`src/rtl/clk_en_sched.sv`:
```
// Clock-enable scheduler: N_CH phase-aligned one-cycle strobes derived from clk, realigned at every master wrap.
// Optional macro CLK_EN_SCHED_STAT_EN adds a saturating master-wrap counter output (master_cnt_o).
package clk_en_sched_pkg;
  function automatic int calc_bw(input int v);
    int r;
    r = 1;
    for (int b = 1; b < 31; b++) begin
      if (v >= (1 << b)) r = b + 1;
    end
    return r;
  endfunction
endpackage

module clk_en_sched
  import clk_en_sched_pkg::*;
#(
  parameter int N_CH    = 4,
  parameter int DIV_W   = 16,
  parameter int DIV_RST = 250,
  localparam int CH_W   = calc_bw(N_CH - 1)
) (
  input  logic             clk,
  input  logic             rst_n,
  input  logic             start,
  input  logic             stop,
  input  logic             cfg_we,
  input  logic [CH_W-1:0]  cfg_ch,
  input  logic [DIV_W-1:0] cfg_div,
  input  logic [DIV_W-1:0] cfg_phase,
  output logic [N_CH-1:0]  en_o,
  output logic             sync_o,
  output logic             busy,
  output logic             cfg_err
`ifdef CLK_EN_SCHED_STAT_EN
  ,
  output logic [31:0]      master_cnt_o
`endif
);

  localparam logic [CH_W:0] NCH_V = (CH_W + 1)'(N_CH);

  typedef enum logic [1:0] {S_IDLE, S_LOAD, S_RUN, S_STOPPING} state_t;

  state_t           r_state;
  logic [DIV_W-1:0] r_div_sh  [N_CH];
  logic [DIV_W-1:0] r_ph_sh   [N_CH];
  logic [DIV_W-1:0] r_div_act [N_CH];
  logic [DIV_W-1:0] r_ph_act  [N_CH];
  logic [DIV_W-1:0] r_cnt     [N_CH];
  logic [N_CH-1:0]  r_en;
  logic             r_sync;
  logic             r_busy;
  logic             r_cfg_err;

  logic             w_active;
  logic             w_wrap;
  logic             w_cfg_bad;
  logic [DIV_W-1:0] w_last [N_CH];
  logic [N_CH-1:0]  w_hit;
  logic [N_CH-1:0]  w_pwrap;
  logic [N_CH-1:0]  w_wr;

  assign w_active = (r_state == S_RUN) || (r_state == S_STOPPING);
  assign w_wrap   = w_active && w_pwrap[0];

  // Out-of-range channels are rejected here, so the shadow write loop below never sees them.
  assign w_cfg_bad = ((cfg_div != '0) && (cfg_phase >= cfg_div)) ||
                     ({1'b0, cfg_ch} >= NCH_V) ||
                     ((cfg_ch == '0) && (cfg_div == '0));

  always_comb begin
    for (int i = 0; i < N_CH; i++) begin
      w_last[i] = '0;
      if (r_div_act[i] != '0) w_last[i] = r_div_act[i] - DIV_W'(1);
      w_pwrap[i] = (r_div_act[i] != '0) && (r_cnt[i] == w_last[i]);
      w_hit[i]   = (r_div_act[i] != '0) && (r_cnt[i] == r_ph_act[i]);
      w_wr[i]    = cfg_we && !w_cfg_bad && (cfg_ch == CH_W'(i));
    end
  end

  always_ff @(posedge clk) begin
    if (!rst_n) begin
      r_state   <= S_IDLE;
      r_en      <= '0;
      r_sync    <= 1'b0;
      r_busy    <= 1'b0;
      r_cfg_err <= 1'b0;
      for (int i = 0; i < N_CH; i++) begin
        r_cnt[i]     <= '0;
        r_div_sh[i]  <= DIV_W'(DIV_RST);
        r_ph_sh[i]   <= '0;
        r_div_act[i] <= DIV_W'(DIV_RST);
        r_ph_act[i]  <= '0;
      end
    end else begin
      r_cfg_err <= cfg_we && w_cfg_bad;
      r_en      <= w_active ? w_hit : '0;
      r_sync    <= w_wrap;
      for (int i = 0; i < N_CH; i++) begin
        if (w_wr[i]) begin
          r_div_sh[i] <= cfg_div;
          r_ph_sh[i]  <= cfg_phase;
        end
      end
      case (r_state)
        S_IDLE: begin
          for (int i = 0; i < N_CH; i++) r_cnt[i] <= '0;
          if (start && !stop) begin
            r_state <= S_LOAD;
            r_busy  <= 1'b1;
          end
        end
        S_LOAD: begin
          for (int i = 0; i < N_CH; i++) begin
            r_cnt[i]     <= '0;
            r_div_act[i] <= r_div_sh[i];
            r_ph_act[i]  <= r_ph_sh[i];
          end
          r_state <= S_RUN;
        end
        default: begin
          // RUN and STOPPING share the counter advance; a master wrap realigns every channel.
          for (int i = 0; i < N_CH; i++) begin
            if (w_wrap || w_pwrap[i] || (r_div_act[i] == '0)) r_cnt[i] <= '0;
            else r_cnt[i] <= r_cnt[i] + DIV_W'(1);
          end
          if (r_state == S_RUN) begin
            if (w_wrap) begin
              for (int i = 0; i < N_CH; i++) begin
                r_div_act[i] <= r_div_sh[i];
                r_ph_act[i]  <= r_ph_sh[i];
              end
            end
            if (stop) r_state <= S_STOPPING;
          end else if (w_wrap) begin
            r_state <= S_IDLE;
            r_busy  <= 1'b0;
          end
        end
      endcase
    end
  end

  assign en_o    = r_en;
  assign sync_o  = r_sync;
  assign busy    = r_busy;
  assign cfg_err = r_cfg_err;

`ifdef CLK_EN_SCHED_STAT_EN
  logic [31:0] r_master_cnt;

  always_ff @(posedge clk) begin
    if (!rst_n) begin
      r_master_cnt <= '0;
    end else if (r_state == S_LOAD) begin
      r_master_cnt <= '0;
    end else if (w_wrap && (r_master_cnt != 32'hFFFF_FFFF)) begin
      r_master_cnt <= r_master_cnt + 32'd1;
    end
  end

  assign master_cnt_o = r_master_cnt;
`endif

endmodule

```
`config.mk`:
```
export PLATFORM = sky130hd
export DESIGN_NAME = clk_en_sched
export DESIGN_NICKNAME = d
export VERILOG_FILES = /design/src/rtl/clk_en_sched.sv
export SDC_FILE = /design/constraint.sdc
export NUM_CORES = 1
export LEC_CHECK = 0
export BUFFER_PORTS_ARGS = -buffer_cell sky130_fd_sc_hd__buf_2
export CAP_MARGIN = 20
export CORE_MARGIN = 1.5
export CORE_UTILIZATION = 55
export DETAILED_ROUTE_END_ITERATION = 6
export PLACE_DENSITY = 0.78
export SYNTH_ARGS = -nofsm -noshare
export SYNTH_HDL_FRONTEND = slang
export SYNTH_SLANG_ARGS = --single-unit
```
`constraint.sdc`:
```
create_clock -name clk -period 5.4 [get_ports clk]
set_input_delay 0.27 -clock clk [delete_from_list [all_inputs] [get_ports clk]]
set_output_delay 0.27 -clock clk [all_outputs]
set_load 0.005 [all_outputs]
```
## After elaboration in Yosys (flattened, before gate mapping)

Memory sizes are Yosys's and may differ from the RTL's.
Index checks and enable logic that the tools add are counted.

- Bits in registers: 9
- Memory bits (writable): 320
- Bits of input ports: 39
- Output and inout bits: 7
- Logic and storage cells: 234
- Memories: 5

- $add $sub $neg: 8
- Magnitude comparators: 1
- Equality and inequality tests: 17
- Multiplexer cells: 109
- Bitwise gates (word level): 41
- Reductions and logical operators: 48

Memory list:

| memory | depth | width | rd ports | clocked after Yosys merged registers in | write ports | RTL line | source |
|---|---|---|---|---|---|---|---|
| r_cnt | 4 | 16 | 4 | 0 | 4 | 49 | `logic [DIV_W-1:0] r_cnt [N_CH];` |
| r_div_act | 4 | 16 | 4 | 0 | 4 | 47 | `logic [DIV_W-1:0] r_div_act [N_CH];` |
| r_div_sh | 4 | 16 | 4 | 0 | 4 | 45 | `logic [DIV_W-1:0] r_div_sh [N_CH];` |
| r_ph_act | 4 | 16 | 4 | 0 | 4 | 48 | `logic [DIV_W-1:0] r_ph_act [N_CH];` |
| r_ph_sh | 4 | 16 | 4 | 0 | 4 | 46 | `logic [DIV_W-1:0] r_ph_sh [N_CH];` |

Operator list:

| operator | count |
|---|---|
| 2-to-1 mux 16 bit | 44 |
| equality test 16 bit | 8 |
| logical NOT 16 bit | 5 |
| nonzero test 16 bit | 5 |
| adder 16 x 1 -> 16 bit, second input constant | 4 |
| subtractor 16 x 1 -> 16 bit, second input constant | 4 |
| 2-to-1 mux 1 bit | 59 |
| bitwise OR 1 bit | 40 |
| logical AND 1 bit | 18 |
| greater-or-equal comparator 16 bit | 1 |
| logical OR 1 bit | 10 |
| equality test 2 bit, second input constant | 4 |
| 2-to-1 mux 2 bit | 4 |
| equality test 2 x 1 -> 1 bit, second input constant | 2 |
| logical NOT 2 bit | 2 |
| != test 4 x 2 -> 1 bit, second input constant | 1 |
| case mux 2 bit (2 select lines) | 1 |
| AND reduction 4 bit | 1 |
| nonzero test 4 bit | 1 |
| AND reduction 3 bit | 1 |
| logical NOT 1 bit | 2 |
| != test 2 x 1 -> 1 bit, second input constant | 1 |
| != test 2 bit, second input constant | 1 |
| case mux 1 bit (2 select lines) | 1 |
| other kinds (4) | 4 |

## Logic depth before layout (Yosys ltp)

- Depth after elaboration: 13
- Depth in mapped cells: 16
- Gate-level depth less buffers: 11

## Worst setup path before layout

Ideal clock, no wire load.

- Kind: in2reg
- From: input port cfg_phase[0]
- To: memory r_div_sh[0][0], enable pin
- Data arrival time: 5049 ps
- Required time: 4889 ps
- Setup slack: -160 ps
- Stages: 10
- Cells stage by stage: inv_1 -> ha_1 -> nand2b_1 -> a21o_1 -> a21o_1 -> a21o_1 -> a21o_1 -> a31oi_1 -> o211ai_1 -> o41ai_1

RTL lines:

| element | RTL line | source |
|---|---|---|
| start: declaration | 29 | `input logic [DIV_W-1:0] cfg_phase,` |
| end: declaration | 45 |  |

==> results.cfg <==
[status]
status = finished, final reports clean

[worst_setup_path]
timing.rr.end = r_cnt[1][9]
r2r_start = r_div_act[0][0]
critPathSlowestCell = nor3_2
reg2reg_slack_ns = 0.99
crit_required_ns = 5.64
timing.critical_path.mode_cell = nor2_1
max_stage_delay_ns = 0.69
worstSetupEndpointType = flop
critPathArrivalTime_ns = 4.65
crit_chain = inv_1, ha_1, or3b_2, nor4_2, nor2_1, mux2_1, nor4_1, nand2_1, nor3_2, a211o_1, nor2_1
reg2regPathDepth = 11
critPathKind = reg2reg
critPathLaunchType = flop
path_max_fanout = 16

[sta]
slew_headroom_pct = 28.86
slew_viol_final = 0
rsz0062_at_grt = false
min_period_over_period_pct = 81.68
worstMarginPinSlew_ns = 1.064
finalCriticalPeriod_ns = 4.411
fin_tns_setup_ns = 0
setup_viol = 0
hold_viol = 0
clock_skew_ns = 0.02309
fmax_mhz = 226.7

[clocking]
clk_latency_ns = 0.52
cts_num_sinks = 329
clkSlewWorstSetupHoldPaths_ns = 0.07
cts-root-buf = clkbuf_16
clockBufferDepth = 3
numCtsBuffers = 35
postCtsSetupBuffers = 0
htreeDepth = 2
hold_buffers = 0
cts_tree = yes
cts_resized = 0

[synthesis]
synth_edf_count = 320
synthesis.area_sq_mm = 0.01760
ys.flop_type = edfxtp_1
syn_inst = 1556
synth_area_per_cell_sq_um = 11.31
synth.area.top_cells = edfxtp_1, and2_1, xor2_1
synth_area_leader_cell = edfxtp_1
ys_seq_area_share_pct = 55.62
synth_top_cell_area_share_pct = 54.60
ys_seq_elements = 329
synth_cell_type_count = 84
ys_warn_count = 0
ys_async_sr_fraction_pct = 0

[layout]
multiInputGateArea_sq_mm = 0.007473
nets = 1682
fillers = 2446
syn2layout_area_growth_pct = 10.36
seq_area_sq_mm = 0.009789
drive_gt1_share_pct = 8.974

[drt]
num_vias = 11970
drt-wirelength-per-cell_microns = 19.78
vias_per_cell = 5.866
ant_nets = 0
first_iter_violations = 1167
routed_wl_microns = 40370
drc = 0
first_pass_iters = 5

[flow_run]
cap_violations = 0

[global_routing]
grt_use_total_pct = 24.70
antenna_found_initial = 0
overflow = 0
grt_pass1_vias = 11410
grt_max_degree = 86
grt_pass1_wl_microns = 62760

[placed_design]
gp_congestion = 0.9706
io_buffers = 45
hpwl_microns = 28070

[floorplanning]
die_x_microns = 181.9
dieArea_sq_mm = 0.03308
fp.coreArea_sq_mm = 0.03156
initial_core_util_pct = 55.78
io_pins = 46
die_h_microns = 181.9
rows = 65

[pwr]
internal_power_mw = 5.224
p_comb_share_pct = 18.5
seqPwrFrac_pct = 49.9
ir_drop_uv = 303.7
power.leakage_nw = 7.022
power.density_mw_per_mm2 = 382.0
power_mw = 7.421
sw_frac_of_total_pct = 29.60
switching_power_mw = 2.196
pwr-share-clk_pct = 31.6

[worst_hold_path]
worstHoldEndpoint = r_div_sh[2][2]
hp-start = cfg_div[2]
hold_path_class = in2reg
whs_path_depth = 2
[synthesized netlist by cell type, types with 5 or more instances]
library cell / n
edfxtp_1: 320
and2_1: 166
nor2_1: 107
xor2_1: 107
clkbuf_1: 83
nand2_1: 77
xnor2_1: 77
nor3_1: 63
nand3_1: 60
nor4_1: 55
inv_1: 45
and3_1: 33
nand2b_1: 33
nand4_1: 32
ha_1: 30
a21oi_1: 19
o21ai_0: 19
or4_1: 16
buf_4: 13
a211oi_1: 9
a31oi_1: 9
dfxtp_1: 9
o31ai_1: 9
or2_2: 9
nand3b_1: 8
or3_1: 8
mux2i_1: 7
nor2b_1: 7
nor3b_1: 7
a21o_1: 6
o211ai_1: 6
a211o_1: 5
buf_2: 5
or3b_1: 5
[cells by family after synthesis]
| family | Yosys count | synth area share (%) |
|---|---|---|
| compound gates | 134 | 5.623 |
| mux | 11 | 0.6540 |
| fa+ha+maj | 30 | 2.133 |
| simple gates | 712 | 22.58 |
| flops | 329 | 55.62 |
| other cells | 1 | 0.02131 |
| buf+inv | 150 | 3.561 |
| xor+xnor | 189 | 9.803 |
[placed cells by master, fill, tap and decap left out, drive strengths merged, types with 8 or more instances in the layout]
cell        n
inv        47
a21oi      19
and3       33
clkinv      9
nand2      77
o31ai       9
nand4      32
clkbuf     41
xnor2      77
or3         8
ha         30
dfxtp       9
nor3       67
nor4       57
conb       64
nand2b     33
xor2      107
and2      166
or2        12
or3b        9
nand3      60
buf        62
clkinvlp    8
a211oi      9
nand3b      8
nor2      107
o21ai      20
or4        16
a31oi       9
edfxtp    320
[power groups by stage]
stage	sequential (mW)	combinational [mW]	clock, mW
after floorplan	3.53	1.17	0
after global placement	3.73	1.32	0
after detailed placement	3.74	1.36	0
after CTS	3.69	1.37	2.38
after global routing	3.75	1.52	2.48
final	3.70	1.37	2.34
[flip-flops by register name, indices dropped and copies added (netlist names)]
signal	cells
busy	1
cfg_err	1
en_o	4
r_cnt	64
r_div_act	64
r_div_sh	64
r_ph_act	64
r_ph_sh	64
r_state	2
sync_o	1
[worst max-delay path by stage]
stage                     from              end  slack [ns]  depth (start not counted)
5_1_grt        r_div_act[0][0]  r_div_act[1][4]        0.64                         12
3_3_place_gp   r_div_act[0][0]  r_div_act[2][7]        1.20                         12
6_report       r_div_act[0][0]      r_cnt[1][9]        0.99                         11
4_1_cts        r_div_act[0][0]  r_div_act[3][5]        0.99                         12
3_5_place_dp   r_div_act[0][0]  r_div_act[1][4]        1.01                         12
2_1_floorplan     cfg_phase[0]   r_div_sh[2][0]        0.40                         12
[worst max-delay path, delay by kind of cell (launching register included)]
kind,cells,cell delay (ns)
adder cells (fa/ha/maj),1,0.33
AND/OR/NAND/NOR,7,2.23
buffers and inverters,1,0.10
flip-flops,1,0.52
AO/OA/AOI/OAI,1,0.58
multiplexers,1,0.35
[per-stage QoR]
| step | instance area, sq um | setup slack, ns | util [%] | hold WS (ns) | std cells |
|---|---|---|---|---|---|
| after floorplan | 17840 | 0.4045 | - | 0.4545 | 1619 |
| after global placement | 18290 | 1.197 | 57.97 | 0.4509 | 1977 |
| after detailed placement | 18300 | 1.010 | 57.99 | 0.4633 | 1978 |
| after CTS | 19420 | 0.9946 | 61.55 | 0.1258 | 2040 |
| after global routing | 19420 | 0.6366 | 61.55 | 0.1419 | 2040 |
| final | 19420 | 0.9892 | 61.56 | 0.1522 | 2041 |
[layer usage]
metal  track usage [%]  wire length [microns]
met3             4.553                   2919
met1             32.67                  16830
met4             9.124                   1383
met5                 0                      0
met2             40.86                  19250
[final cells by class]
type | count | area share [%]
Clock buffer | 41 | 4.844
Multi-Input combinational cell | 1140 | 38.47
Clock inverter | 21 | 0.9340
Inverter | 45 | 0.8696
Sequential cell | 329 | 50.40
Antenna cell | 1 | 0.01288
Timing Repair Buffer | 62 | 1.881
Tap cell | 402 | 2.589
Note: power is estimated with default switching activity, not from simulation.
